## src/rtl/vga_timing_pkg.sv

```systemverilog
// -----------------------------------------------------------------------------
// vga_timing_pkg
// Shared types and constants for the VGA raster timing generator.
//   timing_t        : one axis timing set (active, front porch, sync, back porch)
//   align_t         : per-pixel sync/blank bundle carried by the alignment pipe
//   VGA_640X480_*   : 640x480@60 timing sets (the generator defaults)
//   VGA_800X600_*   : 800x600@60 timing sets
//   timing_total()  : pixels/lines per period of a timing set
//   timing_width()  : counter width needed to span a timing set
// -----------------------------------------------------------------------------
package vga_timing_pkg;

    typedef struct packed {
        int active;
        int fp;
        int sync;
        int bp;
    } timing_t;

    typedef struct packed {
        logic hsync;
        logic vsync;
        logic active;
    } align_t;

    localparam timing_t VGA_640X480_H = '{active: 640, fp: 16, sync: 96,  bp: 48};
    localparam timing_t VGA_640X480_V = '{active: 480, fp: 10, sync: 2,   bp: 33};
    localparam timing_t VGA_800X600_H = '{active: 800, fp: 40, sync: 128, bp: 88};
    localparam timing_t VGA_800X600_V = '{active: 600, fp: 1,  sync: 4,   bp: 23};

    function automatic int timing_total(timing_t t);
        return t.active + t.fp + t.sync + t.bp;
    endfunction

    function automatic int timing_width(timing_t t);
        int total;
        total = timing_total(t);
        return (total > 1) ? $clog2(total) : 1;
    endfunction

endpackage

```

## src/rtl/vga_timing_gen_axis_counter.sv

```systemverilog
// -----------------------------------------------------------------------------
// vga_axis_counter
// One raster axis: a wrapping position counter with enable, plus decodes of
// the sync window and the visible region. Used once per axis.
// Ports:
//   clk, rst : system clock, asynchronous active-high reset
//   en       : advance the counter by one on this clock
//   count    : current position, 0 .. TOTAL-1
//   wrap     : count is at TOTAL-1 (next enabled step returns to 0)
//   sync     : sync level for the current position (POL = active level)
//   active   : count lies in the visible region
// -----------------------------------------------------------------------------
module vga_axis_counter
    import vga_timing_pkg::*;
#(
    parameter int ACTIVE = 640,
    parameter int FP     = 16,
    parameter int SYNC   = 96,
    parameter int BP     = 48,
    parameter bit POL    = 1'b0,
    localparam timing_t SET   = '{active: ACTIVE, fp: FP, sync: SYNC, bp: BP},
    localparam int      TOTAL = timing_total(SET),
    localparam int      W     = timing_width(SET)
) (
    input  logic         clk,
    input  logic         rst,
    input  logic         en,
    output logic [W-1:0] count,
    output logic         wrap,
    output logic         sync,
    output logic         active
);

    localparam logic [31:0] SYNC_LO = 32'(ACTIVE + FP);
    localparam logic [31:0] SYNC_HI = 32'(ACTIVE + FP + SYNC);
    localparam logic [31:0] LAST    = 32'(TOTAL - 1);
    localparam logic [31:0] VIS_END = 32'(ACTIVE);

    // Compare at 32 bits so window edges equal to TOTAL never alias to 0.
    logic [31:0] count_ext;
    logic        in_sync;

    assign count_ext = 32'(count);
    assign wrap      = (count_ext == LAST);
    assign in_sync   = (count_ext >= SYNC_LO) && (count_ext < SYNC_HI);
    assign sync      = in_sync ? POL : !POL;
    assign active    = (count_ext < VIS_END);

    // NOTE: sequential state uses non-blocking assignments so every register
    // samples pre-edge values regardless of block evaluation order.
    always_ff @(posedge clk or posedge rst) begin
        if (rst) begin
            count <= '0;
        end else if (en) begin
            count <= wrap ? '0 : count + 1'b1;
        end
    end

endmodule

```

## src/rtl/vga_timing_gen.sv

```systemverilog
// -----------------------------------------------------------------------------
// vga_timing_gen
// Parametrised VGA raster timing generator. Divides clk down to a pixel
// strobe, walks x/y over the programmed raster and delays sync/blank by
// RGB_LAT pixel slots so they line up with the renderer's colour.
// Optional build macro: VGA_TIMING_TEST_PATTERN_EN adds pattern_sel, which
// replaces rgb_in with eight vertical colour bars.
// Ports:
//   clk, rst        : system clock, asynchronous active-high reset
//   pattern_sel     : (macro only) 1 = colour bars instead of rgb_in
//   rgb_in          : {r,g,b} for the pixel shown RGB_LAT-1 slots earlier
//   pix_en          : one-clk pixel strobe
//   x, y            : current raster position (unaligned)
//   active          : x/y inside the visible area (unaligned)
//   line_start      : pix_en at x==0
//   frame_start     : pix_en at x==0, y==0
//   hsync, vsync    : sync outputs, aligned with rgb_out
//   blank_n         : visible-area flag, aligned with rgb_out
//   rgb_out         : registered colour, zero while blanked
// -----------------------------------------------------------------------------
module vga_timing_gen
    import vga_timing_pkg::*;
#(
    parameter int H_ACTIVE = VGA_640X480_H.active,
    parameter int H_FP     = VGA_640X480_H.fp,
    parameter int H_SYNC   = VGA_640X480_H.sync,
    parameter int H_BP     = VGA_640X480_H.bp,
    parameter int V_ACTIVE = VGA_640X480_V.active,
    parameter int V_FP     = VGA_640X480_V.fp,
    parameter int V_SYNC   = VGA_640X480_V.sync,
    parameter int V_BP     = VGA_640X480_V.bp,
    parameter bit H_POL    = 1'b0,
    parameter bit V_POL    = 1'b0,
    parameter int CLK_DIV  = 2,
    parameter int COLOR_W  = 4,
    parameter int RGB_LAT  = 1,
    localparam timing_t H_SET = '{active: H_ACTIVE, fp: H_FP, sync: H_SYNC, bp: H_BP},
    localparam timing_t V_SET = '{active: V_ACTIVE, fp: V_FP, sync: V_SYNC, bp: V_BP},
    localparam int H_W   = timing_width(H_SET),
    localparam int V_W   = timing_width(V_SET),
    localparam int RGB_W = 3 * COLOR_W
) (
    input  logic             clk,
    input  logic             rst,
`ifdef VGA_TIMING_TEST_PATTERN_EN
    input  logic             pattern_sel,
`endif
    input  logic [RGB_W-1:0] rgb_in,
    output logic             pix_en,
    output logic [H_W-1:0]   x,
    output logic [V_W-1:0]   y,
    output logic             active,
    output logic             line_start,
    output logic             frame_start,
    output logic             hsync,
    output logic             vsync,
    output logic             blank_n,
    output logic [RGB_W-1:0] rgb_out
);

    localparam int     DIV_W    = (CLK_DIV > 1) ? $clog2(CLK_DIV) : 1;
    localparam align_t IDLE_SIG = '{hsync: !H_POL, vsync: !V_POL, active: 1'b0};

    // ---------------- pixel-rate divider ----------------
    logic [DIV_W-1:0] div;

    // With CLK_DIV=1 the divider never leaves 0, so pix_en is permanently 1.
    assign pix_en = (div == DIV_W'(CLK_DIV - 1));

    always_ff @(posedge clk or posedge rst) begin
        if (rst) begin
            div <= '0;
        end else if (pix_en) begin
            div <= '0;
        end else begin
            div <= div + 1'b1;
        end
    end

    // ---------------- raster counters ----------------
    logic h_wrap, h_sync, h_active;
    logic v_wrap, v_sync, v_active;

    vga_axis_counter #(
        .ACTIVE (H_ACTIVE),
        .FP     (H_FP),
        .SYNC   (H_SYNC),
        .BP     (H_BP),
        .POL    (H_POL)
    ) u_h_axis (
        .clk    (clk),
        .rst    (rst),
        .en     (pix_en),
        .count  (x),
        .wrap   (h_wrap),
        .sync   (h_sync),
        .active (h_active)
    );

    vga_axis_counter #(
        .ACTIVE (V_ACTIVE),
        .FP     (V_FP),
        .SYNC   (V_SYNC),
        .BP     (V_BP),
        .POL    (V_POL)
    ) u_v_axis (
        .clk    (clk),
        .rst    (rst),
        .en     (pix_en && h_wrap),
        .count  (y),
        .wrap   (v_wrap),
        .sync   (v_sync),
        .active (v_active)
    );

    assign active      = h_active && v_active;
    assign line_start  = pix_en && (x == '0);
    assign frame_start = line_start && (y == '0);

    // ---------------- sync/blank alignment pipeline ----------------
    align_t stage0;
    align_t stage [RGB_LAT];
    align_t pre_last;   // value entering the final stage on this pix_en

    assign stage0 = '{hsync: h_sync, vsync: v_sync, active: active};

    // NOTE: the pipeline stages are reset too: they drive hsync/vsync/blank_n
    // directly, so they must show an idle raster until real pixels reach them.
    always_ff @(posedge clk or posedge rst) begin
        if (rst) begin
            for (int i = 0; i < RGB_LAT; i++) begin
                stage[i] <= IDLE_SIG;
            end
        end else if (pix_en) begin
            stage[0] <= stage0;
            for (int i = 1; i < RGB_LAT; i++) begin
                stage[i] <= stage[i-1];
            end
        end
    end

    generate
        if (RGB_LAT == 1) begin : g_pre_direct
            assign pre_last = stage0;
        end else begin : g_pre_stage
            assign pre_last = stage[RGB_LAT-2];
        end
    endgenerate

    assign hsync   = stage[RGB_LAT-1].hsync;
    assign vsync   = stage[RGB_LAT-1].vsync;
    assign blank_n = stage[RGB_LAT-1].active;

    // ---------------- colour source ----------------
    logic [RGB_W-1:0] color_src;

`ifdef VGA_TIMING_TEST_PATTERN_EN
    // Bars follow x delayed RGB_LAT-1 slots, i.e. the pixel a renderer
    // would be colouring right now.
    logic [H_W-1:0]   x_del;
    logic [2:0]       bar;
    logic [RGB_W-1:0] bar_rgb;

    generate
        if (RGB_LAT == 1) begin : g_x_direct
            assign x_del = x;
        end else begin : g_x_hist
            logic [H_W-1:0] x_hist [RGB_LAT-1];
            always_ff @(posedge clk or posedge rst) begin
                if (rst) begin
                    for (int i = 0; i < RGB_LAT - 1; i++) begin
                        x_hist[i] <= '0;
                    end
                end else if (pix_en) begin
                    x_hist[0] <= x;
                    for (int i = 1; i < RGB_LAT - 1; i++) begin
                        x_hist[i] <= x_hist[i-1];
                    end
                end
            end
            assign x_del = x_hist[RGB_LAT-2];
        end
    endgenerate

    // Bar index beyond 7 only occurs in blanking, where the colour is masked.
    assign bar       = 3'((32'(x_del) * 32'd8) / 32'(H_ACTIVE));
    assign bar_rgb   = {{COLOR_W{bar[2]}}, {COLOR_W{bar[1]}}, {COLOR_W{bar[0]}}};
    assign color_src = pattern_sel ? bar_rgb : rgb_in;
`else
    assign color_src = rgb_in;
`endif

    // Masking uses the blank flag that becomes visible together with this
    // colour, so rgb_out is zero exactly while blank_n is low.
    always_ff @(posedge clk or posedge rst) begin
        if (rst) begin
            rgb_out <= '0;
        end else if (pix_en) begin
            rgb_out <= pre_last.active ? color_src : '0;
        end
    end

endmodule
```

## config.mk

```make
export PLATFORM = sky130hd
export DESIGN_NAME = vga_timing_gen
export DESIGN_NICKNAME = d
export VERILOG_FILES = /design/src/rtl/vga_timing_pkg.sv /design/src/rtl/vga_timing_gen_axis_counter.sv /design/src/rtl/vga_timing_gen.sv
export SDC_FILE = /design/constraint.sdc
export NUM_CORES = 1
export LEC_CHECK = 0
export BUFFER_PORTS_ARGS = -buffer_cell sky130_fd_sc_hd__buf_2
export CAP_MARGIN = 10
export CORE_ASPECT_RATIO = 0.5
export CORE_MARGIN = 10
export CORE_UTILIZATION = 50
export CTS_CLUSTER_DIAMETER = 150
export DETAILED_ROUTE_END_ITERATION = 8
export PLACE_DENSITY_LB_ADDON = 0.2
export SKIP_CTS_REPAIR_TIMING = 1
export SLEW_MARGIN = 20
export SYNTH_ARGS = -nofsm -noshare
export SYNTH_HDL_FRONTEND = slang
export SYNTH_SLANG_ARGS = --single-unit
```

## constraint.sdc

```tcl
create_clock -name clk -period 5.9 [get_ports clk]
set_input_delay 1.18 -clock clk [delete_from_list [all_inputs] [get_ports clk]]
set_output_delay 1.18 -clock clk [all_outputs]
set_load 0.1 [all_outputs]
```

==> run_results.csv <==
group,metric,value,unit
floorplanning,core,3430,um2
flow_run,cap_violations,0,
logic_synthesis,yosysTopAreaCell,"dfrtp_1",
worst_setup_path,critPathLaunchType,"flip-flop",
floorplanning,die_w,104,um
sta,fin_skew,7.68,ps
clocking,htreeDepth,2,
power_and_ir_drop,total_power,476,uW
floorplanning,initial_core_util,51.8,%
clocking,clkTransAtPathRegs,70,ps
layout,nets,248,
layout,fin_cells,281,
sta,fmax,261,MHz
routing,via_per_inst,5.37,
floorplanning,rows,15,
sta,grt_setup_unrepaired,"false",
grt,met2_usage,23.0,%
grt,use_met1,14.2,%
logic_synthesis,ys_top_cells_by_area,"dfrtp_1 (48%), o2bb2ai_1 (5.9%), nand2_1 (5.1%)",
clocking,numCtsBuffers,5,
placed_design,dp.cells,273,
floorplanning,dieArea,6490,um2
logic_synthesis,synthTopCellsByCount,"dfrtp_1 (34), nand2_1 (24), o2bb2ai_1 (12), inv_1 (11)",
grt,use_met3,5.04,%
logic_synthesis,syn_inst,177,
logic_synthesis,ys.flop_type,"dfrtp_1",
layout,areaGrowthSynthToFinish,22.0,%
sta,hold_viol_final,0,
clocking,cts_tree,"built",
routing,firstDrtPassIters,4,
power_and_ir_drop,p_per_area,219,nW/um2
grt,grt_pass1_vias,1561,
grt,grt_usage,13.3,%
layout,regArea,903,um2
logic_synthesis,synth_area,1780,um2
clocking,insertion_delay,290,ps
placed_design,numPortBuffers,52,
grt,gr-max-usage-layer,"met2",
grt,grt_max_degree,37,
logic_synthesis,synth_fp_nets,196,
power_and_ir_drop,vdd_drop_max,0.000108,V
layout,diodes,0,
floorplanning,ioPinCount,53,
logic_synthesis,ys_ff_latch,36,
worst_setup_path,cp.required,4720,ps
placed_design,finalWeightedCongestion,0.837,
logic_synthesis,yosys.area.top_type_share,47.9,%
min_path,hold_class,"flip-flop to flip-flop",
power_and_ir_drop,total_leakage_power,0.00106,uW
sta,min_period,3820,ps
logic_synthesis,ys_warn_count,0,
clocking,cts.path.max_buffers,2,
layout,drive_gt1_share,30.4,%
outcome,status,"complete, no violations",
sta,report.final.slew_viol_count,0,
grt,grt.overflow.total,0,
logic_synthesis,ys_types,38,
clocking,cts_sinks,36,
clocking,cts_root_buf,"clkbuf_8",
logic_synthesis,synthArstFlopShare,100,%
routing,drc,0,
floorplanning,fp.dieH,62.2,um
routing,drtAntennaViolNets,0,
layout,multi_input_area,798,um2
worst_setup_path,crit_arrival,2640,ps
sta,fin_setup_tns,0,ps
grt,grt_antenna_before_repair,0,
logic_synthesis,synth_edf_count,0,
sta,worst_pin_slew,791,ps
logic_synthesis,avgSynthCellArea,10.0,um2
sta,setup_viol,0,
worst_setup_path,cp_max_fo,24,
sta,finalCritPeriodShare,64.8,%
routing,vias,1509,
placed_design,hpwl,3.09,mm
routing,wl,4.27,mm
grt,grt_first_pass_wirelength,7.25,mm
routing,drt_iter0_drc,70,
worst_setup_path,path_class,"flip-flop to output port",
worst_setup_path,crit_path_end_kind,"output port",
logic_synthesis,synth.most_common_cell,"dfrtp_1",
logic_synthesis,ys_seq_area_share,50.8,%
routing,post_drt_wl_per_cell,15.2,um
sta,slew_headroom,47.3,%
layout,nFillCells,321,
==> layout by cell type (no fill, tap or decap), types with 2 or more instances in the layout <==
cell type	synthesis	layout
dfrtp_1	34	34
nor3_1	2	2
nand3_1	9	9
inv_1	11	11
a21oi_1	4	4
mux2i_1	2	2
a31oi_1	2	2
and3_1	3	3
ha_1	5	5
nor4_1	4	3
buf_2	0	52
nand2_1	24	24
nor2_1	9	9
xor2_1	4	4
or3_1	3	3
o21ai_0	8	8
clkinv_2	0	2
and4_1	4	4
clkbuf_8	0	5
o2bb2ai_1	12	12
dfstp_2	2	2
nand4_1	4	4
xnor2_1	5	5
o22ai_1	2	2
buf_4	0	2
==> worst max-delay path: stages (launching register included) <==
cell and delay (ps):
dfrtp_1 860, inv_1 430, nor4_2 400, and4_1 230, buf_2 430
==> power breakdown <==
part           switching [uW]  internal [uW]  leakage (uW)
combinational            41.4           8.33      0.000564
sequential               2.37            251      0.000449
clock                    90.6           82.2     0.0000479
total                     134            341       0.00106
==> metal layers <==
| metal | wire length, um | vias to the layer above |
|---|---|---|
| met5 | 0 | - |
| met4 | 63 | 0 |
| met3 | 292 | 6 |
| met2 | 2080 | 46 |
| met1 | 1830 | 724 |
| li1 | - | 733 |
==> metrics by stage <==
| step | area [um2] | hold slack [ps] | util [%] | setup slack [ps] |
|---|---|---|---|---|
| after floorplan | 1780 | 710 | - | 365 |
| after global placement | 2080 | 474 | 60.6 | 2410 |
| after detailed placement | 2080 | 469 | 60.6 | 2350 |
| after CTS | 2170 | 489 | 63.2 | 2030 |
| after global routing | 2170 | 516 | 63.2 | 1840 |
| final | 2170 | 488 | 63.2 | 2080 |
==> sequential cells by signal, indices dropped and copies added, names as in the netlist <==
name            flops
vsync               1
rgb_out            12
u_v_axis.count     10
blank_n             1
hsync               1
pix_en              1
u_h_axis.count     10
==> layout make-up <==
type	count	share of cell area (%)
clock buffers	5	3.17
clock inverters	3	0.865
inverters	11	1.90
multi-input cells	121	36.8
flip-flops and latches	36	41.6
well taps	51	2.94
repair buffers	54	12.7
==> final timing paths <==
path,start,endpoint,slack (ps),depth (start not counted)
worst max-delay path,pix_en$_DFF_PP0_,frame_start,2080,4
worst min-delay path,hsync$_DFFE_PP1P_,hsync$_DFFE_PP1P_,490,2
worst max register to register,pix_en$_DFF_PP0_,u_v_axis.count[9]$_DFFE_PP0P_,3500,4
worst min register to register,hsync$_DFFE_PP1P_,hsync$_DFFE_PP1P_,490,2
max in group asynchronous,rst,hsync$_DFFE_PP1P_,4580,3
min in group asynchronous,rst,u_h_axis.count[2]$_DFFE_PP0P_,980,3
==> cell families (layout without fill, tap and decap cells) <==
group | count (synthesis) | after routing | synth area share [%]
multiplexers | 3 | 3 | 1.76
AND/OR/NAND/NOR | 71 | 71 | 21.9
XOR/XNOR | 9 | 9 | 4.43
buffers and inverters | 20 | 73 | 4.64
flip-flops | 36 | 36 | 50.8
adder cells (fa/ha/maj) | 5 | 5 | 3.52
AO/OA/AOI/OAI | 33 | 33 | 12.9
Note: power is estimated with default switching activity, not from simulation.
